==> src/rtl/alu_cmd_issue_pkg.sv <==
// Shared definitions for the ALU command sequencer slice.
// Latency: n/a (types, constants and one helper only).
// Backpressure: n/a.
// Contents: FSM state encoding, {N,Z,C,V} flag bit indices, shift-direction codes.
package alu_cmd_issue_pkg;

  typedef enum logic [1:0] {
    IDLE = 2'd0,
    EXEC = 2'd1,
    DONE = 2'd2
  } state_e;

  localparam int FLAG_N = 3;
  localparam int FLAG_Z = 2;
  localparam int FLAG_C = 1;
  localparam int FLAG_V = 0;

  localparam logic SH_LEFT  = 1'b0;
  localparam logic SH_RIGHT = 1'b1;

  // Extract the {C,V} pair that feeds the sticky status.
  function automatic logic [1:0] flags_cv(input logic [3:0] flags);
    return {flags[FLAG_C], flags[FLAG_V]};
  endfunction

endpackage

==> src/rtl/alu_cmd_issue_if.sv <==
// Bundles the command handshake, the ALU-stage operand/result wires and the result handshake.
// Latency: n/a (wires only).
// Backpressure: cmd_valid/cmd_ready and res_valid/res_ready, both standard valid/ready.
// Modports: slave = the sequencer's view, master = the environment (producer, ALU stage, consumer).
interface alu_cmd_issue_if #(
  parameter int WIDTH = 5
);

  logic             cmd_valid;
  logic             cmd_ready;
  logic [WIDTH-1:0] cmd_a;
  logic [WIDTH-1:0] cmd_b;
  logic [2:0]       cmd_alucontrol;
  logic [1:0]       cmd_bshift;
  logic             cmd_select;

  logic [WIDTH-1:0] alu_a;
  logic [WIDTH-1:0] alu_b;
  logic [2:0]       alu_control;
  logic [1:0]       alu_bshift;
  logic             alu_select;
  logic [WIDTH-1:0] alu_result;
  logic [3:0]       alu_flags;

  logic             res_valid;
  logic             res_ready;
  logic [WIDTH-1:0] res_data;
  logic [3:0]       res_flags;

  modport slave (
    input  cmd_valid, cmd_a, cmd_b, cmd_alucontrol, cmd_bshift, cmd_select,
    output cmd_ready,
    output alu_a, alu_b, alu_control, alu_bshift, alu_select,
    input  alu_result, alu_flags,
    output res_valid, res_data, res_flags,
    input  res_ready
  );

  modport master (
    output cmd_valid, cmd_a, cmd_b, cmd_alucontrol, cmd_bshift, cmd_select,
    input  cmd_ready,
    input  alu_a, alu_b, alu_control, alu_bshift, alu_select,
    output alu_result, alu_flags,
    input  res_valid, res_data, res_flags,
    output res_ready
  );

endinterface

==> src/rtl/alu_flag_acc.sv <==
// Sticky {C,V} status: OR-accumulates the carry/overflow of every captured result.
// Latency: updates on the edge after clr/set_en.
// Backpressure: none; a clear coinciding with a capture wipes history first, then ORs the new pair.
// Ports: clk, rst_n, clr (sync clear), set_en (capture strobe), cv_in (new {C,V}), cv (sticky out).
module alu_flag_acc (
  input  logic       clk,
  input  logic       rst_n,
  input  logic       clr,
  input  logic       set_en,
  input  logic [1:0] cv_in,
  output logic [1:0] cv
);

  always_ff @(posedge clk or negedge rst_n) begin
    if (!rst_n) begin
      cv <= 2'b00;
    end else if (clr || set_en) begin
      // Clear has priority over history but not over the op captured on the same edge.
      cv <= (clr ? 2'b00 : cv) | (set_en ? cv_in : 2'b00);
    end
  end

endmodule

==> src/rtl/alu_cmd_issue.sv <==
// Multi-cycle sequencer around a combinational shift+ALU stage: launch operands, wait, capture.
// Latency: result valid LAT+1 cycles after the accepting cycle; one op per LAT+2 cycles at best.
// Backpressure: cmd_ready only in IDLE; res_ready low holds the result in DONE indefinitely.
// Ports: clk, rst_n, bus (command / ALU stage / result handshakes), sticky_clr, sticky_cv, op_count.
module alu_cmd_issue
  import alu_cmd_issue_pkg::*;
#(
  parameter int WIDTH = 5,
  parameter int LAT   = 1,
  parameter int CNT_W = 8
) (
  input  logic             clk,
  input  logic             rst_n,
  alu_cmd_issue_if.slave   bus,
  input  logic             sticky_clr,
  output logic [1:0]       sticky_cv,
  output logic [CNT_W-1:0] op_count
);

  state_e           state_q;
  state_e           state_d;
  logic [3:0]       wait_q;
  logic             load;
  logic             capture;
  logic             res_hs;
  logic             cmd_ready_c;
  logic             res_valid_c;

  logic [WIDTH-1:0] a_q;
  logic [WIDTH-1:0] b_q;
  logic [2:0]       ctl_q;
  logic [1:0]       sh_q;
  logic             sel_q;
  logic [WIDTH-1:0] data_q;
  logic [3:0]       flags_q;
  logic [CNT_W-1:0] cnt_q;

  always_ff @(posedge clk or negedge rst_n) begin
    if (!rst_n) begin
      state_q <= IDLE;
    end else begin
      state_q <= state_d;
    end
  end

  always_comb begin
    state_d     = state_q;
    load        = 1'b0;
    capture     = 1'b0;
    res_hs      = 1'b0;
    cmd_ready_c = 1'b0;
    res_valid_c = 1'b0;
    case (state_q)
      IDLE: begin
        cmd_ready_c = 1'b1;
        if (bus.cmd_valid) begin
          load    = 1'b1;
          state_d = EXEC;
        end
      end
      EXEC: begin
        // Operands have been stable for LAT cycles once the counter hits zero.
        if (wait_q == 4'd0) begin
          capture = 1'b1;
          state_d = DONE;
        end
      end
      DONE: begin
        res_valid_c = 1'b1;
        if (bus.res_ready) begin
          res_hs  = 1'b1;
          state_d = IDLE;
        end
      end
      default: state_d = IDLE;
    endcase
  end

  always_ff @(posedge clk or negedge rst_n) begin
    if (!rst_n) begin
      wait_q <= 4'd0;
    end else if (load) begin
      wait_q <= 4'(LAT - 1);
    end else if (state_q == EXEC && wait_q != 4'd0) begin
      wait_q <= wait_q - 4'd1;
    end
  end

  // Operand registers move only on acceptance, so the ALU stage is quiet through EXEC/DONE.
  always_ff @(posedge clk or negedge rst_n) begin
    if (!rst_n) begin
      a_q   <= '0;
      b_q   <= '0;
      ctl_q <= 3'd0;
      sh_q  <= 2'd0;
      sel_q <= 1'b0;
    end else if (load) begin
      a_q   <= bus.cmd_a;
      b_q   <= bus.cmd_b;
      ctl_q <= bus.cmd_alucontrol;
      sh_q  <= bus.cmd_bshift;
      sel_q <= bus.cmd_select;
    end
  end

  always_ff @(posedge clk or negedge rst_n) begin
    if (!rst_n) begin
      data_q  <= '0;
      flags_q <= 4'd0;
    end else if (capture) begin
      data_q  <= bus.alu_result;
      flags_q <= bus.alu_flags;
    end
  end

  always_ff @(posedge clk or negedge rst_n) begin
    if (!rst_n) begin
      cnt_q <= '0;
    end else if (res_hs) begin
      cnt_q <= cnt_q + 1'b1;
    end
  end

  alu_flag_acc u_flag_acc (
    .clk    (clk),
    .rst_n  (rst_n),
    .clr    (sticky_clr),
    .set_en (capture),
    .cv_in  (flags_cv(bus.alu_flags)),
    .cv     (sticky_cv)
  );

  assign bus.cmd_ready   = cmd_ready_c;
  assign bus.res_valid   = res_valid_c;
  assign bus.res_data    = data_q;
  assign bus.res_flags   = flags_q;
  assign bus.alu_a       = a_q;
  assign bus.alu_b       = b_q;
  assign bus.alu_control = ctl_q;
  assign bus.alu_bshift  = sh_q;
  assign bus.alu_select  = sel_q;
  assign op_count        = cnt_q;

endmodule

==> src/flat_wrapper.sv <==
// flat-port wrapper written by rule: the top's interface ports become plain ports
module alu_cmd_issue_flat import alu_cmd_issue_pkg::*;
#(
  parameter int WIDTH = 5,
  parameter int LAT   = 1,
  parameter int CNT_W = 8
)
  (clk, rst_n, sticky_clr, sticky_cv, op_count, bus_cmd_valid, bus_cmd_a, bus_cmd_b, bus_cmd_alucontrol, bus_cmd_bshift, bus_cmd_select, bus_cmd_ready, bus_alu_a, bus_alu_b, bus_alu_control, bus_alu_bshift, bus_alu_select, bus_alu_result, bus_alu_flags, bus_res_valid, bus_res_data, bus_res_flags, bus_res_ready);
  alu_cmd_issue_if #(.WIDTH(WIDTH)) bus_i ();
  input  logic clk;
  input  logic rst_n;
  input  logic sticky_clr;
  output logic [1:0] sticky_cv;
  output logic [CNT_W-1:0] op_count;
  input wire logic [$bits(bus_i.cmd_valid)-1:0] bus_cmd_valid;
  input wire logic [$bits(bus_i.cmd_a)-1:0] bus_cmd_a;
  input wire logic [$bits(bus_i.cmd_b)-1:0] bus_cmd_b;
  input wire logic [$bits(bus_i.cmd_alucontrol)-1:0] bus_cmd_alucontrol;
  input wire logic [$bits(bus_i.cmd_bshift)-1:0] bus_cmd_bshift;
  input wire logic [$bits(bus_i.cmd_select)-1:0] bus_cmd_select;
  output wire logic [$bits(bus_i.cmd_ready)-1:0] bus_cmd_ready;
  output wire logic [$bits(bus_i.alu_a)-1:0] bus_alu_a;
  output wire logic [$bits(bus_i.alu_b)-1:0] bus_alu_b;
  output wire logic [$bits(bus_i.alu_control)-1:0] bus_alu_control;
  output wire logic [$bits(bus_i.alu_bshift)-1:0] bus_alu_bshift;
  output wire logic [$bits(bus_i.alu_select)-1:0] bus_alu_select;
  input wire logic [$bits(bus_i.alu_result)-1:0] bus_alu_result;
  input wire logic [$bits(bus_i.alu_flags)-1:0] bus_alu_flags;
  output wire logic [$bits(bus_i.res_valid)-1:0] bus_res_valid;
  output wire logic [$bits(bus_i.res_data)-1:0] bus_res_data;
  output wire logic [$bits(bus_i.res_flags)-1:0] bus_res_flags;
  input wire logic [$bits(bus_i.res_ready)-1:0] bus_res_ready;
  assign bus_i.cmd_valid = bus_cmd_valid;
  assign bus_i.cmd_a = bus_cmd_a;
  assign bus_i.cmd_b = bus_cmd_b;
  assign bus_i.cmd_alucontrol = bus_cmd_alucontrol;
  assign bus_i.cmd_bshift = bus_cmd_bshift;
  assign bus_i.cmd_select = bus_cmd_select;
  assign bus_cmd_ready = bus_i.cmd_ready;
  assign bus_alu_a = bus_i.alu_a;
  assign bus_alu_b = bus_i.alu_b;
  assign bus_alu_control = bus_i.alu_control;
  assign bus_alu_bshift = bus_i.alu_bshift;
  assign bus_alu_select = bus_i.alu_select;
  assign bus_i.alu_result = bus_alu_result;
  assign bus_i.alu_flags = bus_alu_flags;
  assign bus_res_valid = bus_i.res_valid;
  assign bus_res_data = bus_i.res_data;
  assign bus_res_flags = bus_i.res_flags;
  assign bus_i.res_ready = bus_res_ready;
  alu_cmd_issue #(.WIDTH(WIDTH), .LAT(LAT), .CNT_W(CNT_W)) u_core (.clk(clk), .rst_n(rst_n), .bus(bus_i), .sticky_clr(sticky_clr), .sticky_cv(sticky_cv), .op_count(op_count));
endmodule
==> config.mk <==
export PLATFORM = sky130hd
export DESIGN_NAME = alu_cmd_issue_flat
export DESIGN_NICKNAME = d
export VERILOG_FILES = /design/src/rtl/alu_cmd_issue_pkg.sv /design/src/rtl/alu_cmd_issue_if.sv /design/src/rtl/alu_flag_acc.sv /design/src/rtl/alu_cmd_issue.sv /design/src/flat_wrapper.sv
export SDC_FILE = /design/constraint.sdc
export NUM_CORES = 1
export LEC_CHECK = 0
export ABC_AREA = 1
export BUFFER_PORTS_ARGS = -buffer_cell sky130_fd_sc_hd__buf_2
export CORE_MARGIN = 10
export CORE_UTILIZATION = 48
export CTS_CLUSTER_DIAMETER = 50
export DETAILED_ROUTE_END_ITERATION = 10
export GPL_ROUTABILITY_DRIVEN = 0
export PLACE_DENSITY = 0.77
export RECOVER_POWER = 25
export SLEW_MARGIN = 40
export SYNTH_ARGS = -nofsm -noshare
export SYNTH_HDL_FRONTEND = slang
export SYNTH_SLANG_ARGS = --single-unit
==> constraint.sdc <==
create_clock -name clk -period 1.64 [get_ports clk]
set_input_delay 0.246 -clock clk [delete_from_list [all_inputs] [get_ports clk]]
set_output_delay 0.246 -clock clk [all_outputs]
set_load 0.02 [all_outputs]
==> impl_metrics.ini <==
[run]
maxCapViolCount = 0

[critical_path]
cp_num_cells = 7
crit_end = u_core.bus.res_flags[3]$_DFFE_PN0P_
reg2reg_depth = 7
slowest_delay_ps = 360
rr_endpoint = u_core.bus.res_flags[3]$_DFFE_PN0P_
worstSetupPathType = reg -> reg
cpLargestDelayFamily = simple AND/OR/NAND/NOR gates
worstPathCellList = inv_1 > ha_1 > nand2_1 > nor2_4 > inv_2 > nand2_1 > nand2_1
crit_path_start_kind = flop
rrSetupSlack_ps = 300
cp_max_fo = 10
required_ps = 1830
path_buf_inv = 2
endpoint_kind = flop
worst_path_max_delay_cell = dfrtp_1
startpoint = u_core.wait_q[0]$_DFFE_PN0P_
cp_data_arrival_time_ps = 1530
timing.rr.start = u_core.wait_q[0]$_DFFE_PN0P_
crit_top_cell = nand2_1

[cts]
clk_pin_slew_ps = 80
postCtsHoldBufs = 1
clkLatencyLatePin_ps = 290
clock_sinks = 41
numCtsBuffers = 5
cts_tree = done
cts_resized = 0
htree_levels = 2
clockRootBuffer = clkbuf_8
post_cts_buffers = 0
max-clock-path-buffers = 2

[timing]
holdWs_ps = 143
setup_slack_ps = 297
finalSetupViolations = 0
period_needed_ps = 1340
fmax_ghz = 0.745
final-hold-violation-count = 0
min_period_over_period = 0.819
drv_slew = 0
rsz0062_at_grt = false
relSlewSlack = 0.651
worst_pin_slew_ps = 524
setup_tns_ps = 0
worst_clock_skew_ps = 4.24

[finish]
area_growth_pct = 26.6
multi_input_area_um2 = 627
nFillCells = 314
finalNetCount = 309
drive_above_1_share = 0.310
final_util = 0.646
stdcell_count = 323
area.sequential_um2 = 1030
insertedDiodeCount = 0

[pwr]
p_leak_uw = 0.00133
power.density_nw_per_um2 = 1890
ir_drop_mv = 0.880

[place]
dpl.hpwl_mm = 3.07
dp.cells = 314
portBuffers = 66
place_ws_ps = 289

[global_routing]
grtUsageTotal = 0.123
grt_pass1_wl_mm = 6.33
grt-ovfl-total = 0
grt_pass1_vias = 1427
grt_max_degree = 23
antenna_found_initial = 0

[status]
status = completed

[die]
dieArea_um2 = 6480
dieHeight_um = 80.5
die_w_um = 80.5
core_um2 = 3440
pin_count = 67
start_util = 0.510
row_count = 21

[detailed_routing]
viasPerCell = 4.51
antenna_left = 0
drtIter0Drc = 45
vias = 1457
drc_errors = 0
drtPass1Iterations = 5
wirelength_mm = 3.88
wl_per_cell_um = 12.0

[synthesis]
synth_nets = 236
syn_area_per_cell_um2 = 8.65
ys_warn_count = 0
netlist_area_um2 = 1760
ys_ff_latch = 41
yosysUniqueCellTypes = 21
synthCells = 203
ys_seq_area_frac = 0.584

[worst_hold_path]
hold_path.class = in -> reg
cell families (layout without fill, tap and decap cells):
group	count (synthesis)	after routing	share of synthesized area
adder cells (fa/ha/maj)	3	3	0.0214
AO/OA/AOI/OAI	5	5	0.0164
flip-flops	41	41	0.584
XOR/XNOR	4	4	0.0199
AND/OR/NAND/NOR	127	127	0.302
buffers and inverters	23	97	0.0563
how the worst min path moves through the flow:
stage                       from                              endpoint  cells past startpoint  slack, ps
6_report       bus_cmd_bshift[0]  u_core.bus.alu_bshift[0]$_DFFE_PN0P_                      3        140
5_1_grt             bus_cmd_a[2]       u_core.bus.alu_a[2]$_DFFE_PN0P_                      3        130
4_1_cts        bus_cmd_bshift[0]  u_core.bus.alu_bshift[0]$_DFFE_PN0P_                      3        140
3_5_place_dp               rst_n    u_core.bus.res_data[1]$_DFFE_PN0P_                      1        240
3_3_place_gp               rst_n    u_core.bus.res_data[1]$_DFFE_PN0P_                      1        240
2_1_floorplan              rst_n       u_core.bus.alu_a[0]$_DFFE_PN0P_                      0        -50
flip-flops by register name (all words and copies together) (netlist names):
signal / flops
u_core.bus.alu_b: 5
u_core.bus.alu_a: 5
u_core.bus.res_flags: 4
u_core.op_count: 8
u_core.bus.alu_select: 1
u_core.state_q: 2
u_core.u_flag_acc.cv: 2
u_core.bus.res_data: 5
u_core.bus.alu_control: 3
u_core.bus.alu_bshift: 2
u_core.wait_q: 4
synth_stat cells, drive strengths merged:
library cell,instances,area share
buf,3,0.014
dfrtp,41,0.58
ha,3,0.021
inv,20,0.043
nand2,107,0.23
nand3,7,0.023
nand3b,2,0.0085
nand4,2,0.0071
nor2,9,0.031
o21ai,3,0.0085
o22ai,1,0.0036
o31ai,1,0.0043
xor2,4,0.020
worst reg2reg max path: stages (launching register included):
cell and delay, ps:
dfrtp_1 360, inv_1 140, ha_1 170, nand2_1 100, nor2_4 210, inv_2 130, nand2_1 80, nand2_1 50
power breakdown:
part / switching, µW / internal [µW]
clock network: 339 / 293
registers: 264 / 1430
logic: 1250 / 613
per-stage QoR:
step                area (µm²)  total power [µW]
floorplan                 1760              2970
global placement          2150              3570
detailed placement        2150              3620
CTS                       2240              4270
global route              2220              4550
finish                    2220              4200
layout by cell type, fill, tap and decap left out, types with 2 or more instances in the layout:
| master | n |
|---|---|
| nand2_1 | 104 |
| buf_2 | 65 |
| dfrtp_1 | 41 |
| inv_1 | 17 |
| nand3_1 | 7 |
| nor2_1 | 5 |
| clkbuf_8 | 5 |
| xor2_1 | 4 |
| inv_2 | 3 |
| nand2_2 | 3 |
| ha_1 | 3 |
| nor2_2 | 2 |
| nor2_4 | 2 |
| o21ai_0 | 2 |
| nand4_1 | 2 |
| nand3b_1 | 2 |
| clkinv_2 | 2 |
| clkbuf_2 | 2 |
per-layer routing:
layer	vias up	GRT usage	wire length, µm
li1	757	-	-
met1	634	0.149	1780
met2	61	0.180	1590
met3	5	0.0657	482
met4	0	0.0423	30
met5	-	0	0
area by class of cell:
| cell class | instances | share of cell area |
|---|---|---|
| clock buffer | 5 | 0.0309 |
| clock inverter | 3 | 0.00787 |
| inverter | 20 | 0.0337 |
| multi-input combinational | 139 | 0.282 |
| sequential | 41 | 0.461 |
| tap | 46 | 0.0259 |
| timing repair buffer | 69 | 0.159 |
(Power assumes the default switching activity.)
